===== src/rtl/audio_stream_bridge.sv =====
// audio_stream_bridge: codec capture -> per-channel process (pass/avg/mute) -> frame FIFO -> codec playback.
// Optional build macro AUDIO_STREAM_BRIDGE_STATS_EN adds saturating drop_count / underrun_count outputs.
module audio_stream_bridge #(
  parameter int unsigned CHANNELS = 2,
  parameter int unsigned WIDTH    = 24,
  parameter int unsigned DEPTH    = 16,
  parameter int unsigned AVG_LOG2 = 2
) (
  input  logic                      CLOCK_50,
  input  logic                      reset,
  input  logic                      read_ready,
  input  logic [CHANNELS*WIDTH-1:0] readdata,
  output logic                      read,
  input  logic                      write_ready,
  output logic [CHANNELS*WIDTH-1:0] writedata,
  output logic                      write,
  input  logic [1:0]                mode,
  output logic [$clog2(DEPTH):0]    fill_level,
  output logic                      overflow,
  output logic                      underflow,
  input  logic                      clear_flags
`ifdef AUDIO_STREAM_BRIDGE_STATS_EN
  ,
  output logic [15:0]               drop_count,
  output logic [15:0]               underrun_count
`endif
);

  localparam int unsigned FW   = CHANNELS * WIDTH;
  localparam int unsigned AW   = $clog2(DEPTH);
  localparam int unsigned FLW  = AW + 1;
  localparam int unsigned SW   = WIDTH + AVG_LOG2;
  localparam int unsigned HIST = 1 << AVG_LOG2;
  localparam int unsigned HW   = (AVG_LOG2 > 0) ? AVG_LOG2 : 1;

  typedef enum logic {FILL, RUN} state_t;

  state_t                state, state_nxt;
  logic signed [WIDTH-1:0] hist [CHANNELS][HIST];
  logic signed [SW-1:0]  sum [CHANNELS];
  logic signed [SW-1:0]  sum_nxt [CHANNELS];
  logic signed [SW-1:0]  avg_full [CHANNELS];
  logic signed [WIDTH-1:0] smp [CHANNELS];
  logic [HW-1:0]         hidx;
  logic [FW-1:0]         proc_nxt;
  logic [FW-1:0]         proc_data;
  logic                  proc_valid;
  logic [FW-1:0]         mem [DEPTH];
  logic [AW-1:0]         wr_ptr, rd_ptr;
  logic                  take_c, pop_c, push_ok_c, ovf_evt_c, uf_evt_c;
  logic [FW-1:0]         send_data_c;

  // Every offered frame is acknowledged immediately.
  assign read = read_ready;

  // Per-channel running sum update and mode-dependent sample selection.
  always_comb begin
    proc_nxt = '0;
    for (int c = 0; c < CHANNELS; c++) begin
      smp[c]      = $signed(readdata[c*WIDTH +: WIDTH]);
      sum_nxt[c]  = sum[c] + SW'(smp[c]) - SW'(hist[c][hidx]);
      avg_full[c] = sum_nxt[c] >>> AVG_LOG2;
      case (mode)
        2'b01:   proc_nxt[c*WIDTH +: WIDTH] = avg_full[c][WIDTH-1:0];
        2'b10:   proc_nxt[c*WIDTH +: WIDTH] = '0;
        default: proc_nxt[c*WIDTH +: WIDTH] = smp[c];
      endcase
    end
  end

  // History ring and sums track every captured frame regardless of mode.
  always_ff @(posedge CLOCK_50 or negedge reset) begin
    if (!reset) begin
      hidx <= '0;
      for (int c = 0; c < CHANNELS; c++) begin
        sum[c] <= '0;
        for (int h = 0; h < HIST; h++) hist[c][h] <= '0;
      end
    end else if (read_ready) begin
      for (int c = 0; c < CHANNELS; c++) begin
        sum[c]        <= sum_nxt[c];
        hist[c][hidx] <= smp[c];
      end
      hidx <= (32'(hidx) == HIST - 1) ? '0 : hidx + HW'(1);
    end
  end

  // Processed-frame stage between capture and FIFO push.
  always_ff @(posedge CLOCK_50 or negedge reset) begin
    if (!reset) begin
      proc_valid <= 1'b0;
      proc_data  <= '0;
    end else begin
      proc_valid <= read_ready;
      if (read_ready) proc_data <= proc_nxt;
    end
  end

  // A full FIFO still accepts a push when the same edge pops.
  assign push_ok_c = proc_valid && ((fill_level != FLW'(DEPTH)) || pop_c);
  assign ovf_evt_c = proc_valid && (fill_level == FLW'(DEPTH)) && !pop_c;

  // Frame storage; contents need no reset.
  always_ff @(posedge CLOCK_50) begin
    if (push_ok_c) mem[wr_ptr] <= proc_data;
  end

  // FIFO pointers and occupancy.
  always_ff @(posedge CLOCK_50 or negedge reset) begin
    if (!reset) begin
      wr_ptr     <= '0;
      rd_ptr     <= '0;
      fill_level <= '0;
    end else begin
      if (push_ok_c) wr_ptr <= wr_ptr + AW'(1);
      if (pop_c)     rd_ptr <= rd_ptr + AW'(1);
      case ({push_ok_c, pop_c})
        2'b10:   fill_level <= fill_level + FLW'(1);
        2'b01:   fill_level <= fill_level - FLW'(1);
        default: fill_level <= fill_level;
      endcase
    end
  end

  // Playback state register.
  always_ff @(posedge CLOCK_50 or negedge reset) begin
    if (!reset) state <= FILL;
    else        state <= state_nxt;
  end

  // write_ready is only honoured while no write pulse is in flight.
  assign take_c = write_ready && !write;

  // Playback next-state: prefill to half depth, fall back on underrun.
  always_comb begin
    state_nxt = state;
    case (state)
      FILL:    if (fill_level >= FLW'(DEPTH / 2)) state_nxt = RUN;
      RUN:     if (take_c && (fill_level == '0)) state_nxt = FILL;
      default: state_nxt = FILL;
    endcase
  end

  // Playback outputs: zero frames while filling or starved, FIFO head otherwise.
  always_comb begin
    pop_c       = 1'b0;
    uf_evt_c    = 1'b0;
    send_data_c = '0;
    if (take_c && (state == RUN)) begin
      if (fill_level != '0) begin
        pop_c       = 1'b1;
        send_data_c = mem[rd_ptr];
      end else begin
        uf_evt_c = 1'b1;
      end
    end
  end

  // Registered one-cycle write pulse with its frame.
  always_ff @(posedge CLOCK_50 or negedge reset) begin
    if (!reset) begin
      write     <= 1'b0;
      writedata <= '0;
    end else begin
      write <= take_c;
      if (take_c) writedata <= send_data_c;
    end
  end

  // Sticky flags; clear wins over a coincident event.
  always_ff @(posedge CLOCK_50 or negedge reset) begin
    if (!reset) begin
      overflow  <= 1'b0;
      underflow <= 1'b0;
    end else if (clear_flags) begin
      overflow  <= 1'b0;
      underflow <= 1'b0;
    end else begin
      if (ovf_evt_c) overflow  <= 1'b1;
      if (uf_evt_c)  underflow <= 1'b1;
    end
  end

`ifdef AUDIO_STREAM_BRIDGE_STATS_EN
  // Saturating event counters.
  always_ff @(posedge CLOCK_50 or negedge reset) begin
    if (!reset) begin
      drop_count     <= '0;
      underrun_count <= '0;
    end else if (clear_flags) begin
      drop_count     <= '0;
      underrun_count <= '0;
    end else begin
      if (ovf_evt_c && (drop_count != 16'hFFFF))    drop_count     <= drop_count + 16'd1;
      if (uf_evt_c && (underrun_count != 16'hFFFF)) underrun_count <= underrun_count + 16'd1;
    end
  end
`endif

endmodule


===== config.mk =====
export PLATFORM = sky130hd
export DESIGN_NAME = audio_stream_bridge
export DESIGN_NICKNAME = d
export VERILOG_FILES = /design/src/rtl/audio_stream_bridge.sv
export SDC_FILE = /design/constraint.sdc
export NUM_CORES = 2
export LEC_CHECK = 0
export ABC_AREA = 1
export CAP_MARGIN = 15
export CORE_MARGIN = 2
export CORE_UTILIZATION = 55
export DETAILED_ROUTE_END_ITERATION = 8
export PLACE_DENSITY = 0.83
export SLEW_MARGIN = 10
export SYNTH_ARGS = -nofsm -noshare
export SYNTH_HDL_FRONTEND = slang
export SYNTH_SLANG_ARGS = --single-unit

===== constraint.sdc =====
create_clock -name CLOCK_50 -period 4.86 [get_ports CLOCK_50]
set_clock_uncertainty 0.2 [all_clocks]
set_input_delay 0.972 -clock CLOCK_50 [delete_from_list [all_inputs] [get_ports CLOCK_50]]
set_output_delay 0.972 -clock CLOCK_50 [all_outputs]
set_load 0.01 [all_outputs]

* Word-level counts from Yosys, hierarchy flattened
Memories as Yosys holds them, arrays and structs flattened. Index checks and enable logic that the tools add are counted.
Word-level totals: word-level logic and storage cells 87, memories kept 1, input bits 55, flip-flop bits (word level) 360, memory bits (writable) 768, output and inout port bits 57
Cells by class: add/sub/neg operators 9, magnitude comparators 3, muxes and demuxes 29, equal/unequal tests 7, bitwise logic cells 2, reductions and logical operators 15
Memory list:
- mem | words 16, width 48, rd ports 1, clocked after Yosys merged registers in 0, wr ports 1, RTL line 48 | logic [FW-1:0] mem [DEPTH];
Operator list (count):
- bitwise mux 96 bit | 2
- 2-to-1 mux 24 bit | 5
- binary-select mux 24 bit (select 2 bit) | 2
- 2-to-1 mux 48 bit | 2
- case mux 24 bit (2 select lines) | 2
- adder 26 x 24 -> 26 bit | 2
- subtractor 26 x 24 -> 26 bit | 2
- demux 24 bit (select 2 bit) | 1
- 2-to-1 mux 1 bit | 12
- case mux 5 bit (2 select lines) | 1
- adder 4 x 1 -> 4 bit, second input constant | 2
- logical AND 1 bit | 7
- equality test 2 bit, second input constant | 3
- nonzero test 2 bit | 3
- adder 5 x 1 -> 5 bit, second input constant | 1
- equality test 5 bit, second input constant | 1
- >= comparator 5 x 4 -> 1 bit, second input constant | 1
- zero test 5 bit | 1
- inequality test 5 bit, second input constant | 1
- nonzero test 5 bit | 1
- subtractor 5 x 1 -> 5 bit, second input constant | 1
- equality test 2 x 1 -> 1 bit, second input constant | 2
- >= comparator 3 bit, second input constant | 1
- less-than comparator 3 x 1 -> 1 bit, second input constant | 1
- 7 further kinds | 8

* Longest topological paths before layout
word-level depth 8, depth in mapped cells 21

* Worst setup path before layout
No wires, ideal clock.
path type input -> register, from input port write_ready, to memory mem[11][0] (netlist name) (enable), data arrival time 3.756 ns, setup slack 0.450 ns, cell stages on the path 8, library setup time 0.454 ns, cells stage by stage inv_1 -> nor2_1 -> nand2_1 -> nand2_1 -> nor2_1 -> nor2_2 -> nand2_1 -> nor2_1
Between the ends: cells in the longest elaborated chain, start to end 7
Ends and longest elaborated chain:
- start, declared | RTL line 14 | input logic write_ready,
- logical AND 1 bit | RTL line 132 | assign take_c = write_ready && !write;
- via take_c | RTL line 50 | logic take_c, pop_c, push_ok_c, ovf_evt_c, uf_evt_c;
- logical AND 1 bit | RTL line 149 | if (take_c && (state == RUN)) begin
- 2-to-1 mux 1 bit | RTL line 149
- logical OR 1 bit | RTL line 100 | assign push_ok_c = proc_valid && ((fill_level != FLW'(DEPTH)) || pop_c);
- logical AND 1 bit | RTL line 100
- 2-to-1 mux 1 bit | RTL line 105 | if (push_ok_c) mem[wr_ptr] <= proc_data;
- 2-to-1 mux 1 bit (not written as such) | RTL line 105
- end, declared | RTL line 48
The timed path passes the listed nets, and every way through them passes these cells.

* Final worst setup path
from register hidx[0], to register sum[10] (netlist name)
Between the ends: cells in the longest elaborated chain, start to end 5
Ends and longest elaborated chain:
- start, declared | RTL line 44 | logic [HW-1:0] hidx;
- start signal, assigned | RTL line 84 | hidx <= (32'(hidx) == HIST - 1) ? '0 : hidx + HW'(1);
- inverter 2 -> 3 bit (not written as such) | RTL line 61 | sum_nxt[c] = sum[c] + SW'(smp[c]) - SW'(hist[c][hidx]);
- binary-select mux 24 bit (select 2 bit) | RTL line 61
- 2-to-1 mux 24 bit (not written as such) (2 in series) | RTL line 61
- subtractor 26 x 24 -> 26 bit | RTL line 61
- end signal, assigned by index | RTL line 81 | sum[c] <= sum_nxt[c];
- end, declared | RTL line 40 | logic signed [SW-1:0] sum [CHANNELS];
Every way passes these cells. The select of a mux whose other input is x is not followed. A chain may end at the register's enable or synchronous reset.

==> results.yml <==
run_status:
  run_status: "finished, final reports clean"
global_route:
  grt_pass1_wl_um: 202000
  grt_max_degree: 194
  antenna_found_initial: 3
  grt_use_total: 0.279
  grt_pass1_vias: 35500
  overflow: 0
drt:
  drtPass1Iterations: 7
  wire_per_inst_um: 21.9
  routed_via_density: 6.07
  drtIter0Drc: 4556
  drc: 0
  num_vias: 36200
  antenna_left: 0
  drt-total-wl_um: 131000
synthesis:
  synth_compound_area_frac: 0.141
  synth.most_common_cell: "edfxtp_1"
  syn_nets: 4855
  synthTopCellsByCount: "edfxtp_1, o21ai_0, nand2_1"
  synthAdderAreaFrac: 0.0376
  ys_ff_latch: 1128
  synth_flop_cell: "edfxtp_1"
  async_reset_ff_frac: 0.319
  synth-edff-count: 768
  synth_xor_area_frac: 0.00493
  ys_top_cells_by_area: "edfxtp_1, dfrtp_1, o21ai_0"
  synthDominantCellAreaShare: 0.463
  synth_mux_area_frac: 0
  ys.warnings.count: 0
  synth_area_mm2: 0.0498
  avgSynthCellArea_um2: 10.6
  synth_top_family_by_area: "compound AO/OA/AOI/OAI gates"
  yosys.area_share.simple: 0.118
  ys_seq_area_frac: 0.644
  synthCells: 4681
  synth.distinct_cells: 39
  synth_top_area_cell: "edfxtp_1"
floorplanning:
  dieArea_mm2: 0.0929
  io_pins: 112
  die_w_um: 305
  fp.coreArea_mm2: 0.0899
  num_rows: 110
  start_util: 0.554
  fp.dieH_um: 305
finish:
  antenna_cells: 0
  layout.nets: 4862
  seqCellArea_mm2: 0.0321
  area_growth_pct: 11.6
  drive_above_1_share: 0.0567
  multi_input_area_mm2: 0.0152
  num-fill-cells: 6718
clock_tree:
  cts_root_buffer: "clkbuf_16"
  clock_sinks: 1128
  clk_latency_ns: 0.70
  cts_inserted_buffers: 107
  ctsHoldBuffers: 0
  cts_resized: 0
  cts_tree: "done"
  clk_pin_slew_ns: 0.07
  clockBufferDepth: 3
  h-tree-depth: 3
  cts_setup_buffers: 0
setup_path:
  cpMostUsedCell: "o21ai_0"
  crit_type: "reg2reg"
  required_ns: 5.20
  r2r-end: "sum[10]"
  cp-start-kind: "register"
  rrSetupSlack_ns: 0.71
  cp-end-kind: "register"
  slowest_delay_ns: 0.47
  r2r_start: "hidx[0]"
  arrival_ns: 4.49
  cpMaxStageDelayCell: "inv_2"
  crit_path_cell_trace: "inv_2 > buf_4 > o21ai_0 > o22ai_1 > fa_1 > inv_1 > ha_1 > nand2_1 > nor2_1 > nand3_1 > nand2_1 > nor2_1 > o21ai_0 > o21ai_0"
  ff2ff_path_depth: 14
  critical_path_peak_fanout: 32
placement:
  io_buffer_count: 111
  place_hpwl_um: 75700
  globalplace.congestion: 0.965
sta:
  finalSetupViolations: 0
  min_period_ns: 4.15
  relSlewSlack: 0.302
  hold_violations: 0
  worst_pin_slew_ns: 1.04
  final.period_utilization: 0.854
  tns_ns: 0
  max_freq_ghz: 0.241
  rsz0062_at_grt: "no"
  drv_slew: 0
flow_run:
  timing.max_cap.violations: 0
hold_path:
  min_path_type: "in2async"
==> flip-flops by register name, summed over array words and instances, names as in the netlist <==
signal      count
mem           768
hist          192
sum            52
proc_data      48
writedata      48
fill_level      5
rd_ptr          4
wr_ptr          4
hidx            2
overflow        1
proc_valid      1
state           1
underflow       1
write           1
==> worst max path at each step <==
stage / from / end / slack, ns / depth (start not counted)
global route: hidx[0] / sum[10] / 0.54 / 14
CTS: hidx[0] / sum[10] / 0.77 / 14
floorplan: write_ready / mem[11][0] / 0.45 / 8
finish: hidx[0] / sum[10] / 0.71 / 14
global placement: readdata[31] / sum[10] / 0.51 / 12
detailed placement: readdata[31] / sum[10] / 0.50 / 12
==> routing by layer <==
layer / vias up / routed length [µm] / GRT usage
met4: 6 / 4960 / 0.114
met5: - / 38 / 0
li1: 16300 / - / -
met1: 17500 / 49800 / 0.378
met2: 2063 / 62600 / 0.458
met3: 337 / 13200 / 0.0403
==> critical path, delay by kind of cell, from the launching register on <==
family	cells	cell delay, ns
buf+inv	3	0.97
flops	1	0.43
fa+ha+maj	2	0.67
compound gates	4	0.71
simple gates	5	1.00
==> layout make-up <==
class / instances / share of cell area
tap: 1176 / 0.0265
multi-input combinational: 2913 / 0.273
timing repair buffer: 175 / 0.0352
clock buffer: 143 / 0.0525
inverter: 363 / 0.0248
clock inverter: 59 / 0.0100
sequential: 1128 / 0.578
==> per-stage QoR <==
stage / setup WS, ns / util / hold slack (ns) / area [µm²] / cells
4_1_cts: 0.774 / 0.618 / 0.156 / 55500 / 5957
3_3_place_gp: 0.508 / 0.579 / 0.245 / 52100 / 5755
2_1_floorplan: 0.450 / - / 0.248 / 49800 / 4681
5_1_grt: 0.544 / 0.618 / 0.192 / 55500 / 5957
6_report: 0.710 / 0.618 / 0.128 / 55500 / 5957
3_5_place_dp: 0.501 / 0.579 / 0.252 / 52100 / 5755
==> layout by cell type, fill, tap and decap left out, drive strengths merged, types with 9 or more instances in the layout <==
master         Yosys  layout
edfxtp           768     768
nand2            672     672
a31oi             11      11
o21ai            881     881
inv              362     366
nand3b             9       9
buf              126      66
clkinv             1      39
o22ai            119     119
clkbuf           151     143
clkdlybuf4s50      0     109
nand4             22      22
nor3              11      11
xor2              22      22
o221ai           110     110
fa                51      51
nand3            141     141
nor2             624     624
dfrtp            360     360
ha                68      68
a21oi            145     145
o21bai             9       9
clkinvlp           0       9
==> logic make-up (layout without fill, tap and decap cells) <==
group	after synthesis	count (layout)
AOI/OAI and AO/OA	1280	1280
xor gates and xnor gates	28	28
adders and majority gates	119	119
buffers and inverters	640	740
DFF	1128	1128
and+or+nand+nor	1486	1486
Power is not shown: default switching activity piles up to over one toggle a cycle in this logic, so the estimate is an artifact.
